`src/rtl/shift8_seq.sv`:
```
// shift8_seq: multi-cycle sequencer for the 8-bit shift datapath.
//
// Accepts one shift command (op, operand, total amount), walks the operand
// through the combinational shifter in passes of at most MAX_STEP places,
// and presents the result on d_out together with a one-cycle done pulse.
//
// Ports
//   clk    in   1      rising-edge clock
//   reset  in   1      asynchronous, active-high reset
//   start  in   1      command strobe, sampled only while idle
//   op     in   2      00 LSL, 01 LSR, 10 ASR, 11 ROR
//   amt    in   AMT_W  total shift amount
//   d_in   in   8      operand
//   busy   out  1      command in progress (SHIFT or DONE)
//   done   out  1      one-cycle pulse, d_out holds the new result
//   d_out  out  8      result register, held until the next done
//
// state | meaning
// ------+------------------------------------------------------------
// IDLE  | waiting for start; command latched on the accepting edge
// SHIFT | one pass per edge, rem counts remaining places down to 0
// DONE  | single-cycle result pulse; start ignored, then back to IDLE

module shift8_seq #(
    parameter int AMT_W    = 4,
    parameter int MAX_STEP = 3   // bounded by the 2-bit shamt of the shifter bank
) (
    input  logic             clk,
    input  logic             reset,
    input  logic             start,
    input  logic [1:0]       op,
    input  logic [AMT_W-1:0] amt,
    input  logic [7:0]       d_in,
    output logic             busy,
    output logic             done,
    output logic [7:0]       d_out
);

    typedef enum logic [1:0] {
        S_IDLE  = 2'd0,
        S_SHIFT = 2'd1,
        S_DONE  = 2'd2
    } state_t;

    state_t           state_q, state_d;
    logic [1:0]       op_q, op_d;
    logic [7:0]       work_q, work_d;
    logic [AMT_W-1:0] rem_q, rem_d;
    logic [7:0]       d_out_q, d_out_d;

    logic [1:0]       step;
    logic [AMT_W-1:0] rem_next;
    logic [7:0]       shifted;

    // One pass of the combinational shifter bank.
    function automatic logic [7:0] shift_pass(input logic [1:0] op_i,
                                              input logic [7:0] val,
                                              input logic [1:0] sh);
        logic [15:0] dbl;
        logic [7:0]  res;
        dbl = {val, val} >> sh;
        case (op_i)
            2'b00:   res = val << sh;
            2'b01:   res = val >> sh;
            2'b10:   res = 8'($signed(val) >>> sh);
            default: res = dbl[7:0];   // rotate: low byte of the doubled word
        endcase
        return res;
    endfunction

    // Datapath: step is never 0 in SHIFT because rem is nonzero on entry
    // and the FSM leaves SHIFT on the pass that brings rem to 0.
    always_comb begin
        step = rem_q[1:0];
        if (rem_q >= AMT_W'(MAX_STEP)) begin
            step = 2'(MAX_STEP);
        end
        rem_next = rem_q - AMT_W'(step);
        shifted  = shift_pass(op_q, work_q, step);
    end

    // State and command registers.
    always_ff @(posedge clk or posedge reset) begin
        if (reset) begin
            state_q <= S_IDLE;
            op_q    <= 2'b00;
            work_q  <= 8'h00;
            rem_q   <= '0;
            d_out_q <= 8'h00;
        end else begin
            state_q <= state_d;
            op_q    <= op_d;
            work_q  <= work_d;
            rem_q   <= rem_d;
            d_out_q <= d_out_d;
        end
    end

    // Next-state and register updates.
    always_comb begin
        state_d = state_q;
        op_d    = op_q;
        work_d  = work_q;
        rem_d   = rem_q;
        d_out_d = d_out_q;
        case (state_q)
            S_IDLE: begin
                if (start) begin
                    op_d   = op;
                    work_d = d_in;
                    rem_d  = amt;
                    if (amt == '0) begin
                        state_d = S_DONE;
                        d_out_d = d_in;
                    end else begin
                        state_d = S_SHIFT;
                    end
                end
            end
            S_SHIFT: begin
                work_d = shifted;
                rem_d  = rem_next;
                if (rem_next == '0) begin
                    state_d = S_DONE;
                    d_out_d = shifted;
                end
            end
            S_DONE: begin
                state_d = S_IDLE;
            end
            default: begin
                state_d = S_IDLE;
            end
        endcase
    end

    // Moore outputs, decoded from registered state only.
    always_comb begin
        busy  = (state_q != S_IDLE);
        done  = (state_q == S_DONE);
        d_out = d_out_q;
    end

endmodule

```
`config.mk`:
```
export PLATFORM = sky130hd
export DESIGN_NAME = shift8_seq
export DESIGN_NICKNAME = d
export VERILOG_FILES = /design/src/rtl/shift8_seq.sv
export SDC_FILE = /design/constraint.sdc
export NUM_CORES = 1
export LEC_CHECK = 0
export CORE_MARGIN = 2
export CORE_UTILIZATION = 40
export CTS_CLUSTER_DIAMETER = 80
export DETAILED_ROUTE_END_ITERATION = 12
export PLACE_DENSITY = 0.66
export SYNTH_ARGS = -nofsm -noshare
export SYNTH_HDL_FRONTEND = slang
export SYNTH_SLANG_ARGS = --single-unit
```
`constraint.sdc`:
```
create_clock -name clk -period 2.1 [get_ports clk]
set_input_delay 0.42 -clock clk [delete_from_list [all_inputs] [get_ports clk]]
set_output_delay 0.42 -clock clk [all_outputs]
set_load 0.005 [all_outputs]
```
Yosys cells after proc, flatten, opt, wreduce, memory -nomap -nowiden
Cells that the tools add are included.
{"block": "word_totals", "regBits": 24, "latch_bits": 0, "ramBits": 0, "mem_bits_ro": 0, "inputBits": 17, "wordCells": 42, "n_memories": 0}
{"block": "op_classes", "n_addsub": 1, "multipliers": 0, "n_div": 0, "n_lt_le_gt_ge": 1, "eq_ne": 7, "shift": 4, "n_mux": 14, "bitwise_logic": 0, "reduce_logical": 10}
{"cell": "8-bit 2-to-1 mux", "count": 4}
{"cell": "8-bit case mux with 2 select lines", "count": 2}
{"cell": "8-bit case mux with 3 select lines", "count": 1}
{"cell": "16-bit by 2-bit right shift with 8-bit output", "count": 1}
{"cell": "4-bit logical NOT", "count": 2}
{"cell": "2-bit 2-to-1 mux", "count": 4}
{"cell": "4-bit case mux with 2 select lines", "count": 1}
{"cell": "8-bit by 2-bit left shift with 8-bit output", "count": 1}
{"cell": "8-bit by 2-bit right shift with 8-bit output", "count": 1}
{"cell": "8-bit by 2-bit >>> shifter with 8-bit output", "count": 1}
{"cell": "2-bit != test (second input constant)", "count": 3}
{"cell": "2-bit AND reduction", "count": 3}
{"cell": "2-bit by 1-bit == test with 1-bit output (second input constant)", "count": 2}
{"cell": "2-bit == test (second input constant)", "count": 2}
{"cell": "4-bit by 2-bit greater-or-equal comparator with 1-bit output (second input constant)", "count": 1}
{"cell": "2-bit logical NOT", "count": 2}
{"cell": "4-bit 2-to-1 mux", "count": 1}
{"cell": "2-bit case mux with 2 select lines", "count": 1}
{"cell": "4-bit AND reduction", "count": 1}
{"cell": "2-bit nonzero test", "count": 2}
{"cell": "4-bit by 2-bit subtractor with 4-bit output", "count": 1}

Depth between registers and ports, before layout
{"block": "logic_depth", "depth_word": 6, "depth_mapped": 12, "ltp_nobuf": 10}

Worst setup path before layout
OpenSTA, ideal clock, no wires.
{"block": "synth_timing", "path_type": "reg2reg", "start": "reg rem_q[1]", "end": "reg d_out_q[2] (netlist: d_out[2])", "setup_time_ns": 0.082, "arrival_ns": 1.927, "path_slack_ns": 0.091, "stages_incl_launch_ff": 11, "path_buffers": 2, "period_less_slack_ns": 2.009, "cell_sequence": "dfrtp_1 > clkbuf_1 > or2_2 > ha_1 > xor2_1 > nand3b_1 > a21o_1 > buf_2 > inv_2 > nor2_1 > a31oi_1"}
{"block": "synth_between", "elab_chain_cells": 6, "word_cells_on_any_way": 13}
{"item": "start: declaration", "line_no": "48", "text": "logic [AMT_W-1:0] rem_q, rem_d;"}
{"item": "start signal: assignment", "line_no": "94", "text": "rem_q <= rem_d;"}
{"item": "4-bit by 2-bit greater-or-equal comparator with 1-bit output", "line_no": "75", "text": "if (rem_q >= AMT_W'(MAX_STEP)) begin"}
{"item": "2-bit 2-to-1 mux", "line_no": "75"}
{"item": "4-bit by 2-bit subtractor with 4-bit output, or another cell as far along", "line_no": "78", "text": "rem_next = rem_q - AMT_W'(step);"}
{"item": "4-bit logical NOT / 8-bit case mux with 3 select lines (equally long branches)", "line_no": "123, 62"}
{"item": "2-bit != test (no line) / 8-bit 2-to-1 mux (equally long branches)"}
{"item": "4-bit AND reduction (no line) / 8-bit case mux with 2 select lines (equally long branches)"}
{"item": "end signal: assignment", "line_no": "95", "text": "d_out_q <= d_out_d;"}
{"item": "end: declaration", "line_no": "49", "text": "logic [7:0] d_out_q, d_out_d;"}
Several ways; a longest one is shown, not always the timed one. The select of a mux whose other input is x is not followed.
A chain may end at the register's enable or synchronous reset.

Worst setup path after layout
{"block": "layout_timing", "start": "reg rem_q[2]", "end": "reg work_q[6]"}
{"block": "layout_between", "elab_chain_cells": 5, "word_cells_on_any_way": 8}
{"item": "4-bit by 2-bit greater-or-equal comparator with 1-bit output (*)", "line_no": "75"}
{"item": "2-bit 2-to-1 mux (*)", "line_no": "75"}
{"item": "16-bit by 2-bit right shift with 8-bit output, or another cell as far along", "line_no": "61", "text": "dbl = {val, val} >> sh;"}
{"item": "8-bit case mux with 3 select lines (*)", "line_no": "62", "text": "case (op_i)"}
{"item": "8-bit case mux with 2 select lines (*)", "line_no": "106", "text": "case (state_q)"}
{"item": "end signal: assignment", "line_no": "93", "text": "work_q <= work_d;"}
{"item": "end: declaration", "line_no": "47", "text": "logic [7:0] work_q, work_d;"}
Every way passes the cells marked *; elsewhere a longest branch is shown, timed or not.

==> qor.txt <==
Peak VDD IR = 940 µV
Tmin final = 2.00 ns
Register area share after synthesis = 33.6%
CP Max Fanout = 9
Setup TNS = 0 ns
Synth Area in XOR/XNOR = 0.490%
Max Fclk = 499 MHz
Most frequent cell after synthesis = nand2_1
Post-route DRC violation count = 0
Share of cells above drive strength 1 = 21.1%
Gr usage total = 20.8%
Worst path cell trace = buf_4, or3_4, nor2_1, mux2_2, a211oi_2, o31ai_1
Via count = 1781
Mapped Nets = 226
Vias in the first global route = 1748
Max transition margin = 29.9%
Worst slew pin tran = 1.05 ns
Primary FF master, synth = dfrtp_1
Worst Path Required = 2.26 ns
Final WL = 5.00 mm
Width of the die = 70.9 µm
Worst path slowest cell = or3_4
Slowest stage delay, CP = 0.43 ns
Hold Fails Final Rpt = 0
Status = complete, no violations
Largest net degree at the start of global routing = 25
Leakage = 0.947 nW
EDFF count, synth = 0
Unique masters post-synth = 56
CTS tree = built
Synth top area cells = dfrtp_1, nand2_1, a21oi_1
FF-to-FF Start = rem_q[2]
Non-Filler Instances = 299
Vias per cell = 5.96
Post-synth top cells = nand2_1, dfrtp_1, a21oi_1, o21ai_0, nor2_1
Synth Area in Simple Gates = 21.3%
Hold WS = 0.480 ns
Diode count = 0
Routability cong. = 0.955
Crit Path Class = reg2reg
Core footprint = 0.00432 mm²
Setup crit end kind = flip-flop
Post-Synth Adder-Cell Area = 0.699%
Share of the synthesized area in the top cell type = 33.6%
Skew final = 0.00556 ns
Ys Warns = 0
Hold Crit Class = in2async
Std-Cell Rows = 24
First-pass GRT wire length = 8.38 mm
Initial DRC count = 207
Fraction of synthesized area in multiplexers = 7.90%
Congestion Overflow GR = 0
Chip height = 70.9 µm
Layout overhead on the synthesized area = 29.1%
CP arrival = 2.16 ns
Ys async rst share = 100%
CTS Buf Count = 3
Crit share post-route = 95.4%
Initial antenna violation count = 0
Cell count after placement = 293
I/O pin count = 27
DIE AREA = 0.00502 mm²
CP Launch Type = flip-flop
P per Cell Area = 1880 mW/mm²
Clock net sink count = 24
Largest family of logic cells by synthesized area = compound AO/OA/AOI/OAI gates
Setup-failing EPs final = 0
CTS root buf = clkbuf_8
Final Max Slew Viols = 0
Largest area contributor in the netlist = dfrtp_1
Synthesis-stage register bit count = 24
Clock Latency Late Sink = 0.27 ns
Compound-gate portion of the synthesized area = 30.1%
Reg clk slew, reported paths = 0.09 ns
Avg Inst Size Synth = 8.60 µm²
H-tree depth = 1
Antenna Nets Post-Route = 0
Average wire per standard cell = 16.7 µm
Mapped Area = 0.00179 mm²
Max Buffers Root-to-Sink = 2
Worst R2R Setup Slack = 0.1 ns
Setup crit start = rem_q[2]
Initial core utilization = 41.4%
Max-Cap Viols = 0
Pre-Repair DR Iteration Count = 4
Post-DP HPWL = 3.66 mm
Nets = 266
Post-Synthesis Cells = 208
Port buffer count = 26
worst max-delay path, delay by kind of cell (launching register included):
| kind | cells | cell delay, ns |
|---|---|---|
| simple gates | 2 | 0.55 |
| flops | 1 | 0.41 |
| mux | 1 | 0.35 |
| compound gates | 2 | 0.40 |
| buf+inv | 1 | 0.17 |
cells by family after synthesis:
family                     Yosys count
buffers and inverters               22
DFF                                 24
xor gates and xnor gates             1
adders and majority gates            1
and+or+nand+nor                     71
muxes                               11
AOI/OAI and AO/OA                   78
path summary, 6_finish.rpt:
kind,to,cells past startpoint
max in group asynchronous,state_q[1],3
min reg2reg,d_out[0],2
max,work_q[6],6
min,d_out[7],3
max reg2reg,work_q[6],6
min in group clk,d_out[0],2
cell type report:
type	count	area, µm²
Clock buffer	3	41.3
Clock inverter	1	30.0
Fill cell	413	2010
Inverter	7	28.8
Multi-Input combinational cell	162	1100
Sequential cell	24	603
Tap cell	52	65.1
Timing Repair Buffer	50	444
repair_timing:
| item | CTS | global route |
|---|---|---|
| buffers inserted | 0 | 2 |
| hold buffers | 0 | 0 |
| endpoints found under the setup margin | 0 | 11 |
| gates resized for setup | 0 | 8 |
flip-flops by register name, indices dropped and copies added, names as in the netlist:
name / cells
d_out: 8
op_q: 2
state_q: 2
rem_q: 4
work_q: 8
power by group:
group / internal, mW / switching [mW] / total, mW
clock: 0.255 / 0.159 / 0.414
sequential: 0.707 / 0.334 / 1.04
combinational: 1.44 / 1.44 / 2.88
cell usage in the layout, fill, tap and decap left out, drive strengths merged, types with 3 or more instances in the layout:
master         instances
a211oi                 5
a21boi                 3
a21oi                 16
a22oi                  6
a31oi                  4
buf                   24
clkbuf                 3
clkdlybuf4s50         26
dfrtp                 24
inv                    7
mux2                   5
mux2i                  4
nand2                 25
nand2b                 6
nand3                  3
nor2                  12
nor2b                  8
o211ai                 3
o21ai                 15
o22ai                  5
o31ai                  7
or2                    3
metal layers:
layer  wire, µm  global-route usage, %
met4        148                   7.76
met3        313                   4.84
met5          0                      0
met2       2300                   32.5
met1       2240                   28.1
per-stage QoR:
stage | setup slack, ns | util, % | instance area (µm²) | total power, mW
detailed placement | 0.0496 | 50.9 | 2200 | 3.78
CTS | 0.00683 | 52.5 | 2270 | 4.21
global route | -0.0163 | 53.4 | 2310 | 4.70
global placement | 0.0846 | 50.9 | 2200 | 3.77
finish | 0.0962 | 53.4 | 2310 | 4.33
floorplan | 0.0910 | - | 1790 | 2.86
Power figures use the tool's default switching activity.
